$ cat src/rtl/cfs_apb_master_pkg.sv
// ============================================================================
// Module   : cfs_apb_master_pkg
// Brief    : Shared state encoding and sizing helper for the APB requester.
// Revision : 1.0 - initial release
// ============================================================================
`default_nettype none

package cfs_apb_master_pkg;

    typedef enum logic [1:0] {
        ST_IDLE   = 2'd0,
        ST_SETUP  = 2'd1,
        ST_ACCESS = 2'd2,
        ST_RESP   = 2'd3
    } apb_state_t;

    // Wide enough to hold TIMEOUT_CYCLES-1; never narrower than one bit.
    function automatic int unsigned wait_cnt_width(input int unsigned timeout_cycles);
        return (timeout_cycles > 1) ? $clog2(timeout_cycles) : 1;
    endfunction

endpackage

`default_nettype wire

$ cat src/rtl/cfs_apb_timeout_cnt.sv
// ============================================================================
// Module   : cfs_apb_timeout_cnt
// Brief    : ACCESS wait counter with expiry flag and saturating abort count.
// Revision : 1.0 - initial release
// ============================================================================
`default_nettype none

module cfs_apb_timeout_cnt
    import cfs_apb_master_pkg::*;
#(
    parameter int unsigned TIMEOUT_CYCLES = 64,
    parameter int unsigned CNT_WIDTH      = 8
) (
    input  logic                 clk,
    input  logic                 rst,
    input  logic                 clr,
    input  logic                 tick,
    input  logic                 fire,
    output logic                 expired,
    output logic [CNT_WIDTH-1:0] cnt_timeout
);

    localparam int unsigned c_wait_w = wait_cnt_width(TIMEOUT_CYCLES);
    localparam int unsigned c_last   = (TIMEOUT_CYCLES == 0) ? 0 : TIMEOUT_CYCLES - 1;

    logic [c_wait_w-1:0] r_wait;

    always_ff @(posedge clk or posedge rst) begin
        if (rst) begin
            r_wait <= '0;
        end else if (clr) begin
            r_wait <= '0;
        end else if (tick) begin
            r_wait <= r_wait + c_wait_w'(1);
        end
    end

    // A zero timeout disables expiry; the counter then just wraps harmlessly.
    assign expired = (TIMEOUT_CYCLES != 0) && (r_wait == c_wait_w'(c_last));

    always_ff @(posedge clk or posedge rst) begin
        if (rst) begin
            cnt_timeout <= '0;
        end else if (fire && (cnt_timeout != {CNT_WIDTH{1'b1}})) begin
            cnt_timeout <= cnt_timeout + CNT_WIDTH'(1);
        end
    end

endmodule

`default_nettype wire

$ cat src/rtl/cfs_apb_master.sv
// ============================================================================
// Module   : cfs_apb_master
// Brief    : APB3 requester driven by a valid/ready command/response stream.
// Revision : 1.0 - initial release
// ============================================================================
`default_nettype none

module cfs_apb_master
    import cfs_apb_master_pkg::*;
#(
    parameter int unsigned APB_ADDR_WIDTH = 16,
    parameter int unsigned APB_DATA_WIDTH = 32,
    parameter int unsigned TIMEOUT_CYCLES = 64,
    parameter int unsigned CNT_WIDTH      = 8
) (
    input  logic                      clk,
    input  logic                      reset,
    input  logic                      cmd_valid,
    output logic                      cmd_ready,
    input  logic                      cmd_write,
    input  logic [APB_ADDR_WIDTH-1:0] cmd_addr,
    input  logic [APB_DATA_WIDTH-1:0] cmd_wdata,
    output logic                      rsp_valid,
    input  logic                      rsp_ready,
    output logic [APB_DATA_WIDTH-1:0] rsp_rdata,
    output logic                      rsp_err,
    output logic                      rsp_timeout,
    output logic [APB_ADDR_WIDTH-1:0] paddr,
    output logic                      pwrite,
    output logic                      psel,
    output logic                      penable,
    output logic [APB_DATA_WIDTH-1:0] pwdata,
    input  logic [APB_DATA_WIDTH-1:0] prdata,
    input  logic                      pready,
    input  logic                      pslverr,
    output logic [CNT_WIDTH-1:0]      cnt_timeout
);

    apb_state_t r_state;
    apb_state_t w_state_nxt;
    logic       w_accept;
    logic       w_expired;
    logic       w_timeout;

    assign w_accept  = (r_state == ST_IDLE) && cmd_valid && cmd_ready;
    assign w_timeout = (r_state == ST_ACCESS) && !pready && w_expired;

    cfs_apb_timeout_cnt #(
        .TIMEOUT_CYCLES (TIMEOUT_CYCLES),
        .CNT_WIDTH      (CNT_WIDTH)
    ) u_timeout_cnt (
        .clk         (clk),
        .rst         (reset),
        .clr         (r_state == ST_SETUP),
        .tick        ((r_state == ST_ACCESS) && !pready),
        .fire        (w_timeout),
        .expired     (w_expired),
        .cnt_timeout (cnt_timeout)
    );

    always_ff @(posedge clk or posedge reset) begin
        if (reset) begin
            r_state <= ST_IDLE;
        end else begin
            r_state <= w_state_nxt;
        end
    end

    always_comb begin
        w_state_nxt = r_state;
        case (r_state)
            ST_IDLE:   if (w_accept)              w_state_nxt = ST_SETUP;
            ST_SETUP:                             w_state_nxt = ST_ACCESS;
            ST_ACCESS: if (pready || w_expired)   w_state_nxt = ST_RESP;
            ST_RESP:   if (rsp_ready)             w_state_nxt = ST_IDLE;
            default:                              w_state_nxt = ST_IDLE;
        endcase
    end

    // Handshake and bus strobes are registered from the next state so every
    // output comes straight off a flop.
    always_ff @(posedge clk or posedge reset) begin
        if (reset) begin
            cmd_ready   <= 1'b0;
            rsp_valid   <= 1'b0;
            psel        <= 1'b0;
            penable     <= 1'b0;
            paddr       <= '0;
            pwrite      <= 1'b0;
            pwdata      <= '0;
            rsp_rdata   <= '0;
            rsp_err     <= 1'b0;
            rsp_timeout <= 1'b0;
        end else begin
            cmd_ready <= (w_state_nxt == ST_IDLE);
            rsp_valid <= (w_state_nxt == ST_RESP);
            psel      <= (w_state_nxt == ST_SETUP) || (w_state_nxt == ST_ACCESS);
            penable   <= (w_state_nxt == ST_ACCESS);
            if (w_accept) begin
                paddr  <= cmd_addr;
                pwrite <= cmd_write;
                pwdata <= cmd_wdata;
            end
            if (r_state == ST_ACCESS) begin
                if (pready) begin
                    rsp_rdata   <= pwrite ? '0 : prdata;
                    rsp_err     <= pslverr;
                    rsp_timeout <= 1'b0;
                end else if (w_expired) begin
                    rsp_rdata   <= '0;
                    rsp_err     <= 1'b1;
                    rsp_timeout <= 1'b1;
                end
            end
        end
    end

endmodule

`default_nettype wire
$ cat config.mk
export PLATFORM = sky130hd
export DESIGN_NAME = cfs_apb_master
export DESIGN_NICKNAME = d
export VERILOG_FILES = /design/src/rtl/cfs_apb_master_pkg.sv /design/src/rtl/cfs_apb_timeout_cnt.sv /design/src/rtl/cfs_apb_master.sv
export SDC_FILE = /design/constraint.sdc
export NUM_CORES = 1
export LEC_CHECK = 0
export ABC_AREA = 0
export CAP_MARGIN = 20
export CORE_MARGIN = 2
export CORE_UTILIZATION = 50
export DETAILED_ROUTE_END_ITERATION = 16
export DONT_BUFFER_PORTS = 1
export HOLD_SLACK_MARGIN = 0.1
export PLACE_DENSITY = 0.66
export SYNTH_ARGS = -nofsm -noshare
export SYNTH_HDL_FRONTEND = slang
export SYNTH_SLANG_ARGS = --single-unit
$ cat constraint.sdc
create_clock -name clk -period 6.1 [get_ports clk]
set_input_delay 1.83 -clock clk [delete_from_list [all_inputs] [get_ports clk]]
set_output_delay 1.83 -clock clk [all_outputs]
set_load 0.01 [all_outputs]
==> metrics.csv, run 1 <==
stage,metric,value,unit
routing,ANT nets after route,0,
synth,top post-synthesis cells by area,"dfrtp_1, mux2_2, a22o_1",
synth,"Seq/Total Area, Yosys",0.6571,
grt,antenna violations before repair,0,
timing,"Slew Viols, Final",0,
finish,Non-Filler Instances,378,
synth,async set-reset flop share out of synthesis,1.000,
floorplanning,Core Rows,32,
routing,routed wl met3,819,um
timing,Clock Skew,10.80,ps
finish,layout cells sized above 1,0.2645,
cts,CTS root buffer,clkbuf_8,
routing,WL/cell,19.76,um
cts,Max Buffers Root-to-Sink,2,
floorplanning,die height,92.57,um
placed_design,# port buffers,0,
routing,met1 wire length,3.064,mm
routing,top layer used by detailed routing,met4,
synth,synth cell count leaders,"dfrtp_1, mux2_2, a22o_1",
synth,"Avg Cell Area, Syn",14.42,um^2
critical_path,crit path kind,in -> reg,
synth,"flops & latches, synth",103,
synth,top-count cell post-synth,dfrtp_1,
routing,via count,2213,
timing,unrepaired setup endpoints after global routing,false,
finish,P&R area growth vs syn,7.943,%
routing,DR WL met2,3.447,mm
critical_path,crit-path max FO,9,
routing,Iter 0 DRT Violations,87,
pwr,combinational share of power,0.197,
grt,vias in the first global route,2193,
cts,# Post-CTS Setup Buffers,0,
timing,final hold violations,0,
critical_path,master of the slowest instance on the critical path,or3_1,
finish,layout filler cell count,650,
flow_run,max cap viols,0,
timing,setup TNS,0,ps
critical_path,CP arrival,3360,ps
critical_path,data required time of the worst path,6340,ps
floorplanning,# IOs,182,
grt,gr usage total,0.1754,
cts,clk slew on worst S/H paths,100,ps
synth,area of the mapped netlist,3923,um^2
cts,post-cts resize count,0,
cts,"Clk Latency, worst-skew pair",350,ps
cts,TritonCTS clock tree,built,
pwr,static leakage power,1.953,nW
outcome,status,"complete, no violations",
pwr,VDD IR max,0.0002306,V
floorplanning,Initial Utilization,0.5129,
finish,nets,364,
cts,H-tree levels,3,
critical_path,startpoint types,input pin,
grt,Congestion Overflow GR,0,
placed_design,GPL Wtd Cong,0.7591,
synth,Mapped Cells,272,
timing,Worst Max-Slew Pin Slew,644.3,ps
routing,drt drc,0,
timing,Finish-stage setup viols,0,
floorplanning,die area,8569,um^2
pwr,clock group share of total power,0.187,
synth,post-synth cell types,31,
critical_path,crit path buf inv count,0,
floorplanning,chip width,92.57,um
grt,global-route wire length before repair,11.44,mm
finish,fin util,0.5537,
cts,hold buffers post-CTS,0,
pwr,Sw Pwr,751.3,uW
pwr,Switching Share,0.3470,
synth,"EDFF count, synth",0,
hold_path,HP Class,reg -> reg,
timing,Fmax achieved,321.3,MHz
cts,CTS Buf Count,9,
critical_path,"slowest stage delay, CP",500,ps
routing,vias per cell,5.854,
synth,yosys warns,0,
routing,Post-Route WL,7.471,mm
pwr,Power Dens Cells,511.4,nW/um^2
pwr,Pint,1.414,mW
timing,Period minus WS final,3112,ps
synth,Yosys top cell by area,dfrtp_1,
placed_design,dpl ws,2624,ps
floorplanning,Core Area,7647,um^2
critical_path,Worst setup EP type,flip-flop,
placed_design,hpwl dp,5.302,mm
placed_design,Placed Instances,362,
routing,number of detailed-route iterations in the first pass,4,
cts,CTS sink count,103,
critical_path,CP Cell Sequence,"or3b_1, or3_1, nor2_1, mux2_1",
synth,Synth Flop Type,dfrtp_1,
grt,pin count of the biggest net entering global routing,56,
timing,Slew HR,0.5671,
synth,Synth top area share,0.6571,
timing,worst setup margin,2988,ps
critical_path,Top delay family on crit path,simple AND/OR/NAND/NOR gates,
finish,diode count,0,
synth,syn nets,364,
timing,crit share post-route,0.5102,
pwr,sequential power share,0.616,
[sequential cells by signal, summed over array words and instances, names as in the netlist]
name,cells
rsp_timeout,1
u_timeout_cnt.r_wait,6
rsp_rdata,32
cmd_ready,1
penable,1
pwrite,1
rsp_valid,1
rsp_err,1
paddr,16
pwdata,32
psel,1
r_state,2
u_timeout_cnt.cnt_timeout,8
[power groups by stage]
stage	clock, mW	sequential [mW]	combinational (mW)
global placement	0	1.35	0.407
global route	0.452	1.37	0.480
CTS	0.420	1.34	0.433
floorplan	0	1.27	0.372
finish	0.406	1.33	0.426
detailed placement	0	1.34	0.438
[stage by stage]
stage	total power, mW	area, um^2	hold WS, ps
2_1_floorplan	1.639	3923	450.5
3_3_place_gp	1.753	4013	466.7
3_5_place_dp	1.783	4028	513.1
4_1_cts	2.192	4214	525.6
5_1_grt	2.304	4234	548.5
6_report	2.165	4234	522.0
[cell families (layout without fill, tap and decap cells)]
kind of cell | after synthesis | count (layout) | share of synthesized area
AO/OA/AOI/OAI | 45 | 45 | 0.09123
buffers and inverters | 18 | 22 | 0.01882
XOR/XNOR | 8 | 8 | 0.01786
multiplexers | 51 | 51 | 0.1461
adder cells (fa/ha/maj) | 5 | 5 | 0.01595
AND/OR/NAND/NOR | 42 | 42 | 0.05295
flip-flops | 103 | 103 | 0.6571
[final cells by class]
class | count | area (um^2) | share of cell area
clock buffer | 9 | 123.9 | 0.02926
inverter | 3 | 13.76 | 0.003251
timing repair buffer | 4 | 50.05 | 0.01182
sequential | 103 | 2577 | 0.6087
tap | 102 | 127.6 | 0.03014
clock inverter | 6 | 62.56 | 0.01478
multi-input combinational | 151 | 1279 | 0.3020
[worst register-to-register path, stage by stage (launching register included)]
cell     delay, ps
dfrtp_1        460
or3b_1         530
or3_1          500
nor2_1         220
mux2_1         340
[placed cells by master, fill, tap and decap left out, drive strengths merged, types with 4 or more instances in the layout]
cell    count
dfrtp     103
mux2       50
a22o       32
nand2      12
clkbuf      9
xor2        8
nand3       7
nor2        7
o21ai       6
ha          5
buf         4
[routing by layer]
layer  track usage  up-vias
met2        0.2658      133
met1        0.2235     1094
li1              -      973
met4       0.07711        0
met3       0.06998       13
met5             0        -
[path summary, 6_finish.rpt]
kind / start / end / depth (start not counted) / slack [ps]
max in group asynchronous: reset / rsp_err$_DFFE_PP0P_ / 2 / 3610
hold reg to reg: u_timeout_cnt.r_wait[5]$_DFFE_PP0P_ / u_timeout_cnt.r_wait[5]$_DFFE_PP0P_ / 1 / 520
setup reg to reg: r_state[0]$_DFF_PP0_ / u_timeout_cnt.cnt_timeout[1]$_DFFE_PP0P_ / 4 / 3950
setup / recovery: pready / u_timeout_cnt.cnt_timeout[1]$_DFFE_PP0P_ / 4 / 2990
hold / removal: u_timeout_cnt.r_wait[5]$_DFFE_PP0P_ / u_timeout_cnt.r_wait[5]$_DFFE_PP0P_ / 1 / 520
min in group asynchronous: reset / rsp_rdata[1]$_DFFE_PP0P_ / 1 / 1420
Note: power is estimated with default switching activity, not from simulation.
==> inputs of run 2 (changes only) <==
PLACE_DENSITY = 0.69   (was 0.66)
clock period = 2.7 ns   (was 6.1 ns; I/O delays follow)
==> run 2 against run 1 <==
  * Global-route usage is 0.59 points lower
  * Routed wire length decreased by 4.3%
  * First-iteration DRC count up 9.2%
  * Cell count up 0.53%
  * Total power rose by 130%
  * Worst hold slack worse by 90 ps
  * Critical path depth unchanged
  * Clock skew up 3.2 ps
  * Critical path type is now reg -> reg
==> metrics.csv, run 2 (same netlist as run 1, synthesis figures left out) <==
stage,metric,value,unit,change
outcome,status,"complete, no violations",,unchanged
timing,Period minus WS final,2029,ps,
timing,final hold violations,0,,unchanged
critical_path,data required time of the worst path,2970,ps,was 6340 ps
cts,TritonCTS clock tree,built,,unchanged
floorplanning,Initial Utilization,0.5129,,unchanged
finish,"commonest non-fill, non-tap cell in the layout",dfrtp_1,,unchanged
hold_path,HP Class,in -> async,,was reg -> reg
critical_path,crit-path max FO,9,,unchanged
timing,crit share post-route,0.7517,,
routing,Post-Route WL,7.147,mm,was 7.471 mm
cts,# Post-CTS Setup Buffers,0,,unchanged
cts,Max Buffers Root-to-Sink,2,,unchanged
timing,Slew HR,0.6352,,was 0.5671
cts,post-cts resize count,0,,unchanged
timing,unrepaired setup endpoints after global routing,false,,unchanged
cts,hold buffers post-CTS,0,,unchanged
placed_design,GPL Wtd Cong,0.7136,,was 0.7591
floorplanning,die height,92.57,um,unchanged
routing,drt drc,0,,unchanged
timing,Finish-stage setup viols,0,,unchanged
finish,diode count,0,,unchanged
cts,clk slew on worst S/H paths,100,ps,about the same
grt,global-route wire length before repair,11.11,mm,was 11.44 mm
critical_path,Worst setup EP type,flip-flop,,unchanged
placed_design,dpl ws,370.5,ps,was 2624 ps
timing,worst setup margin,670.5,ps,was 2988 ps
routing,number of detailed-route iterations in the first pass,5,,was 4
finish,most frequent cells in the layout,"dfrtp_1, mux2_2, a22o_1",,unchanged
routing,via count,2199,,was 2213
cts,"Clk Latency, worst-skew pair",340,ps,was 350 ps
finish,top flop regs,"pwdata x32, rsp_rdata x32, paddr x16",,unchanged
pwr,VDD IR max,0.0005708,V,was 0.0002306 V
timing,Worst Max-Slew Pin Slew,547.2,ps,was 644.3 ps
grt,antenna violations before repair,0,,unchanged
placed_design,hpwl dp,4.960,mm,was 5.302 mm
finish,nets,366,,was 364
timing,hold slack,432.0,ps,was 522.0 ps
grt,pin count of the biggest net entering global routing,104,,was 56
timing,Clock Skew,14.02,ps,was 10.80 ps
routing,WL/cell,18.81,um,was 19.76 um
finish,layout cells sized above 1,0.2662,,was 0.2645
routing,Iter 0 DRT Violations,95,,was 87
placed_design,Post-DP Area,4061,um^2,was 4028 um^2
cts,CTS sink count,103,,unchanged
floorplanning,Core Area,7647,um^2,unchanged
finish,design area,4264,um^2,was 4234 um^2
floorplanning,chip width,92.57,um,unchanged
cts,CTS root buffer,clkbuf_8,,unchanged
pwr,Power Dens Cells,1145,nW/um^2,was 511.4 nW/um^2
grt,Congestion Overflow GR,0,,unchanged
timing,"Slew Viols, Final",0,,unchanged
timing,setup TNS,0,ps,unchanged
cts,H-tree levels,3,,unchanged
critical_path,startpoint types,flip-flop,,was input pin
timing,Fmax achieved,492.7,MHz,
critical_path,crit path kind,reg -> reg,,was in -> reg
floorplanning,die area,8569,um^2,unchanged
floorplanning,# IOs,182,,unchanged
pwr,static leakage power,1.969,nW,was 1.953 nW
floorplanning,Core Rows,32,,unchanged
grt,vias in the first global route,2243,,was 2193
finish,P&R area growth vs syn,8.708,%,was 7.943%
placed_design,# port buffers,0,,unchanged
routing,ANT nets after route,0,,unchanged
cts,CTS Buf Count,9,,unchanged
critical_path,CP arrival,2300,ps,was 3360 ps
routing,vias per cell,5.787,,was 5.854
grt,gr usage total,0.1695,,was 0.1754
flow_run,max cap viols,0,,unchanged
## run 2: final cells by class
class	instances	area, um^2
fill	624	3383
sequential	103	2577
multi-input combinational	151	1279
clock buffer	10	127.6
tap	102	127.6
timing repair buffer	6	77.57
clock inverter	5	60.06
inverter	3	15.01
## run 2: path summary, 6_finish.rpt
check | start | to | slack, ps | cells past startpoint
max reg2reg | r_state[0]$_DFF_PP0_ | u_timeout_cnt.cnt_timeout[7]$_DFFE_PP0P_ | 670 | 4
max in group asynchronous | reset | rsp_rdata[24]$_DFFE_PP0P_ | 1810 | 2
min reg2reg | u_timeout_cnt.r_wait[5]$_DFFE_PP0P_ | u_timeout_cnt.r_wait[5]$_DFFE_PP0P_ | 490 | 1
min | reset | u_timeout_cnt.cnt_timeout[0]$_DFFE_PP0P_ | 430 | 2
min in group clk | u_timeout_cnt.r_wait[5]$_DFFE_PP0P_ | u_timeout_cnt.r_wait[5]$_DFFE_PP0P_ | 490 | 1
max | r_state[0]$_DFF_PP0_ | u_timeout_cnt.cnt_timeout[7]$_DFFE_PP0P_ | 670 | 4
## run 2: worst max-delay path, cell delays in order (launching register included)
cell     delay [ps]
dfrtp_1         470
or3b_1          420
or3_1           460
nor4_1          420
xor2_1          190
## run 2: layer usage
metal	GRT usage	wire length [um]	share of wire	vias to the layer above
li1	-	-	-	981
met1	0.2168	2865	0.40	1082
met2	0.2579	3437	0.48	125
met3	0.06509	703	0.098	11
met4	0.07463	140	0.020	0
met5	0	0	0	-
## run 2: metrics by stage
step	total power [mW]	cells	utilization
final	4.884	380	0.5576
after global routing	5.197	380	0.5576
after CTS	4.942	379	0.5556
after detailed placement	4.012	364	0.5311
after global placement	3.969	364	0.5311
after floorplan	3.703	272	-
## run 2: power by group
group | internal (mW) | switching, mW | total [mW] | leakage [nW]
clock network | 0.426 | 0.485 | 0.911 | 0.0923
logic | 0.577 | 0.395 | 0.972 | 0.572
registers | 2.21 | 0.795 | 3.00 | 1.30
total | 3.21 | 1.68 | 4.88 | 1.97
==> inputs of run 3 (changes only) <==
clock period = 1.8 ns   (was 2.7 ns; I/O delays follow)
==> run 3 against run 2 <==
  * Sequential cell count stayed put
  * Design area up 3.3%
  * Clock skew increased by 3.4 ps
  * Maximum frequency grew 17%
  * Critical endpoint is now u_timeout_cnt.cnt_timeout[6]$_DFFE_PP0P_
==> metrics.csv, run 3 (same netlist as run 1, synthesis figures left out) <==
stage,metric,value,unit,change
outcome,status,"complete, no violations",,unchanged
pwr,static leakage power,2.037,nW,was 1.969 nW
timing,Finish-stage setup viols,0,,unchanged
routing,ANT nets after route,0,,unchanged
flow_run,max cap viols,0,,unchanged
routing,drt drc,0,,unchanged
critical_path,CP Cell Sequence,"or3b_1, or3_4, nor4_2, xor2_1",,"was or3b_1, or3_1, nor4_1, xor2_1"
finish,design area,4407,um^2,was 4264 um^2
critical_path,data required time of the worst path,2080,ps,was 2970 ps
routing,vias per cell,5.818,,was 5.787
critical_path,"slowest stage delay, CP",410,ps,was 470 ps
critical_path,Worst setup EP type,flip-flop,,unchanged
critical_path,Top delay family on crit path,simple AND/OR/NAND/NOR gates,,unchanged
timing,Slew HR,0.7247,,was 0.6352
grt,Global Route met2 Usage,0.2847,,was 0.2579
finish,nets,376,,was 366
grt,global-route wire length before repair,11.74,mm,was 11.11 mm
cts,hold buffers post-CTS,0,,unchanged
grt,gr usage total,0.1788,,was 0.1695
critical_path,startpoint types,flip-flop,,unchanged
placed_design,dpl ws,-197.5,ps,was 370.5 ps
finish,top flop regs,"pwdata x32, rsp_rdata x32, paddr x16",,unchanged
cts,CTS root buffer,clkbuf_8,,unchanged
timing,Period minus WS final,1728,ps,was 2029 ps
critical_path,crit path buf inv count,0,,unchanged
cts,CTS Buf Count,9,,unchanged
critical_path,crit-path max FO,7,,was 9
timing,Clock Skew,17.41,ps,was 14.02 ps
floorplanning,chip width,92.57,um,unchanged
routing,Iter 0 DRT Violations,93,,was 95
grt,pin count of the biggest net entering global routing,79,,was 104
cts,CTS sink count,103,,unchanged
finish,diode count,0,,unchanged
floorplanning,Core Area,7647,um^2,unchanged
floorplanning,die area,8569,um^2,unchanged
critical_path,reg2reg start,r_state[0]$_DFF_PP0_,,unchanged
critical_path,worst reg2reg path depth,4,,unchanged
placed_design,hpwl dp,5.298,mm,was 4.960 mm
timing,final hold violations,0,,unchanged
routing,WL/cell,19.51,um,was 18.81 um
finish,P&R area growth vs syn,12.34,%,was 8.708%
finish,layout filler cell count,616,,was 624
cts,TritonCTS clock tree,built,,unchanged
hold_path,HP Class,in -> async,,unchanged
routing,number of detailed-route iterations in the first pass,4,,was 5
critical_path,crit path kind,reg -> reg,,unchanged
floorplanning,Core Rows,32,,unchanged
timing,crit share post-route,0.9601,,was 0.7517
timing,Fmax achieved,578.6,MHz,was 492.7 MHz
finish,most frequent cells in the layout,"dfrtp_1, mux2_2, a22o_1",,unchanged
timing,worst setup margin,71.78,ps,was 670.5 ps
grt,Congestion Overflow GR,0,,unchanged
critical_path,FF-to-FF setup slack,70,ps,was 670 ps
timing,"Slew Viols, Final",0,,unchanged
grt,met1 Resource Use GR,0.2296,,was 0.2168
cts,Max Buffers Root-to-Sink,2,,unchanged
floorplanning,Initial Utilization,0.5129,,unchanged
grt,vias in the first global route,2243,,unchanged
timing,unrepaired setup endpoints after global routing,false,,unchanged
grt,global routing's busiest layer,met2,,unchanged
pwr,Design Power,7.526,mW,was 4.884 mW
critical_path,Crit Reg-Reg Endpoint,u_timeout_cnt.cnt_timeout[6]$_DFFE_PP0P_,,was u_timeout_cnt.cnt_timeout[7]$_DFFE_PP0P_
pwr,Power Dens Cells,1708,nW/um^2,was 1145 nW/um^2
cts,clk slew on worst S/H paths,100,ps,about the same
routing,Post-Route WL,7.629,mm,was 7.147 mm
pwr,VDD IR max,0.0009174,V,was 0.0005708 V
grt,antenna violations before repair,0,,unchanged
grt,met3 Usage GRT,0.05289,,was 0.06509
placed_design,Post-DP Area,4168,um^2,was 4061 um^2
cts,H-tree levels,3,,unchanged
timing,Worst Max-Slew Pin Slew,413.0,ps,was 547.2 ps
cts,"Clk Latency, worst-skew pair",350,ps,was 340 ps
finish,multi-input logic area,1325,um^2,was 1279 um^2
floorplanning,# IOs,182,,unchanged
critical_path,CP arrival,2010,ps,was 2300 ps
critical_path,master of the slowest instance on the critical path,or3_4,,was dfrtp_1
floorplanning,die height,92.57,um,unchanged
finish,"commonest non-fill, non-tap cell in the layout",dfrtp_1,,unchanged
placed_design,GPL Wtd Cong,0.7670,,was 0.7136
routing,via count,2275,,was 2199
finish,register area,2577,um^2,unchanged
placed_design,# port buffers,0,,unchanged
finish,layout cells sized above 1,0.3253,,was 0.2662
[run 3: metal layers]
layer | share of wire | routed length (um)
met3 | 0.089 | 676
met5 | 0 | 0
met2 | 0.49 | 3711
met4 | 0.016 | 119
met1 | 0.41 | 3122
[run 3: cell type report]
| class | count | area share |
|---|---|---|
| clock buffer | 9 | 0.02811 |
| clock inverter | 7 | 0.01817 |
| inverter | 3 | 0.003407 |
| multi-input combinational | 151 | 0.3007 |
| sequential | 103 | 0.5849 |
| tap | 102 | 0.02896 |
| timing repair buffer | 16 | 0.03578 |
[run 3: per-stage QoR]
stage	utilization	hold slack [ps]	setup TNS, ps	instances
global placement	0.5450	484.0	-709.3	375
floorplan	-	450.5	-1176	272
CTS	0.5740	136.9	0	391
finish	0.5762	145.6	0	391
detailed placement	0.5450	501.0	-934.7	375
global route	0.5762	152.9	0	391
[run 3: timing repair]
item	CTS	global route
gates resized for setup	3	3
pin swaps	0	1
endpoints found under the setup margin	5	3
buffers inserted	0	0
[run 3: power breakdown]
part | internal (mW) | switching [mW]
clock | 0.660 | 0.785
combinational | 0.950 | 0.671
sequential | 3.31 | 1.15
[run 3: how the worst max path moves through the flow]
stage               slack [ps]                                start  cells past startpoint                                       end
global route                 6  u_timeout_cnt.r_wait[0]$_DFFE_PP0P_                      6                            psel$_DFF_PP0_
floorplan                 -220                               pready                      6  u_timeout_cnt.cnt_timeout[5]$_DFFE_PP0P_
detailed placement        -200                               pready                      4  u_timeout_cnt.cnt_timeout[6]$_DFFE_PP0P_
global placement          -160                               pready                      4  u_timeout_cnt.cnt_timeout[7]$_DFFE_PP0P_
finish                      70                 r_state[0]$_DFF_PP0_                      4  u_timeout_cnt.cnt_timeout[6]$_DFFE_PP0P_
CTS                         30  u_timeout_cnt.r_wait[0]$_DFFE_PP0P_                      6                            psel$_DFF_PP0_
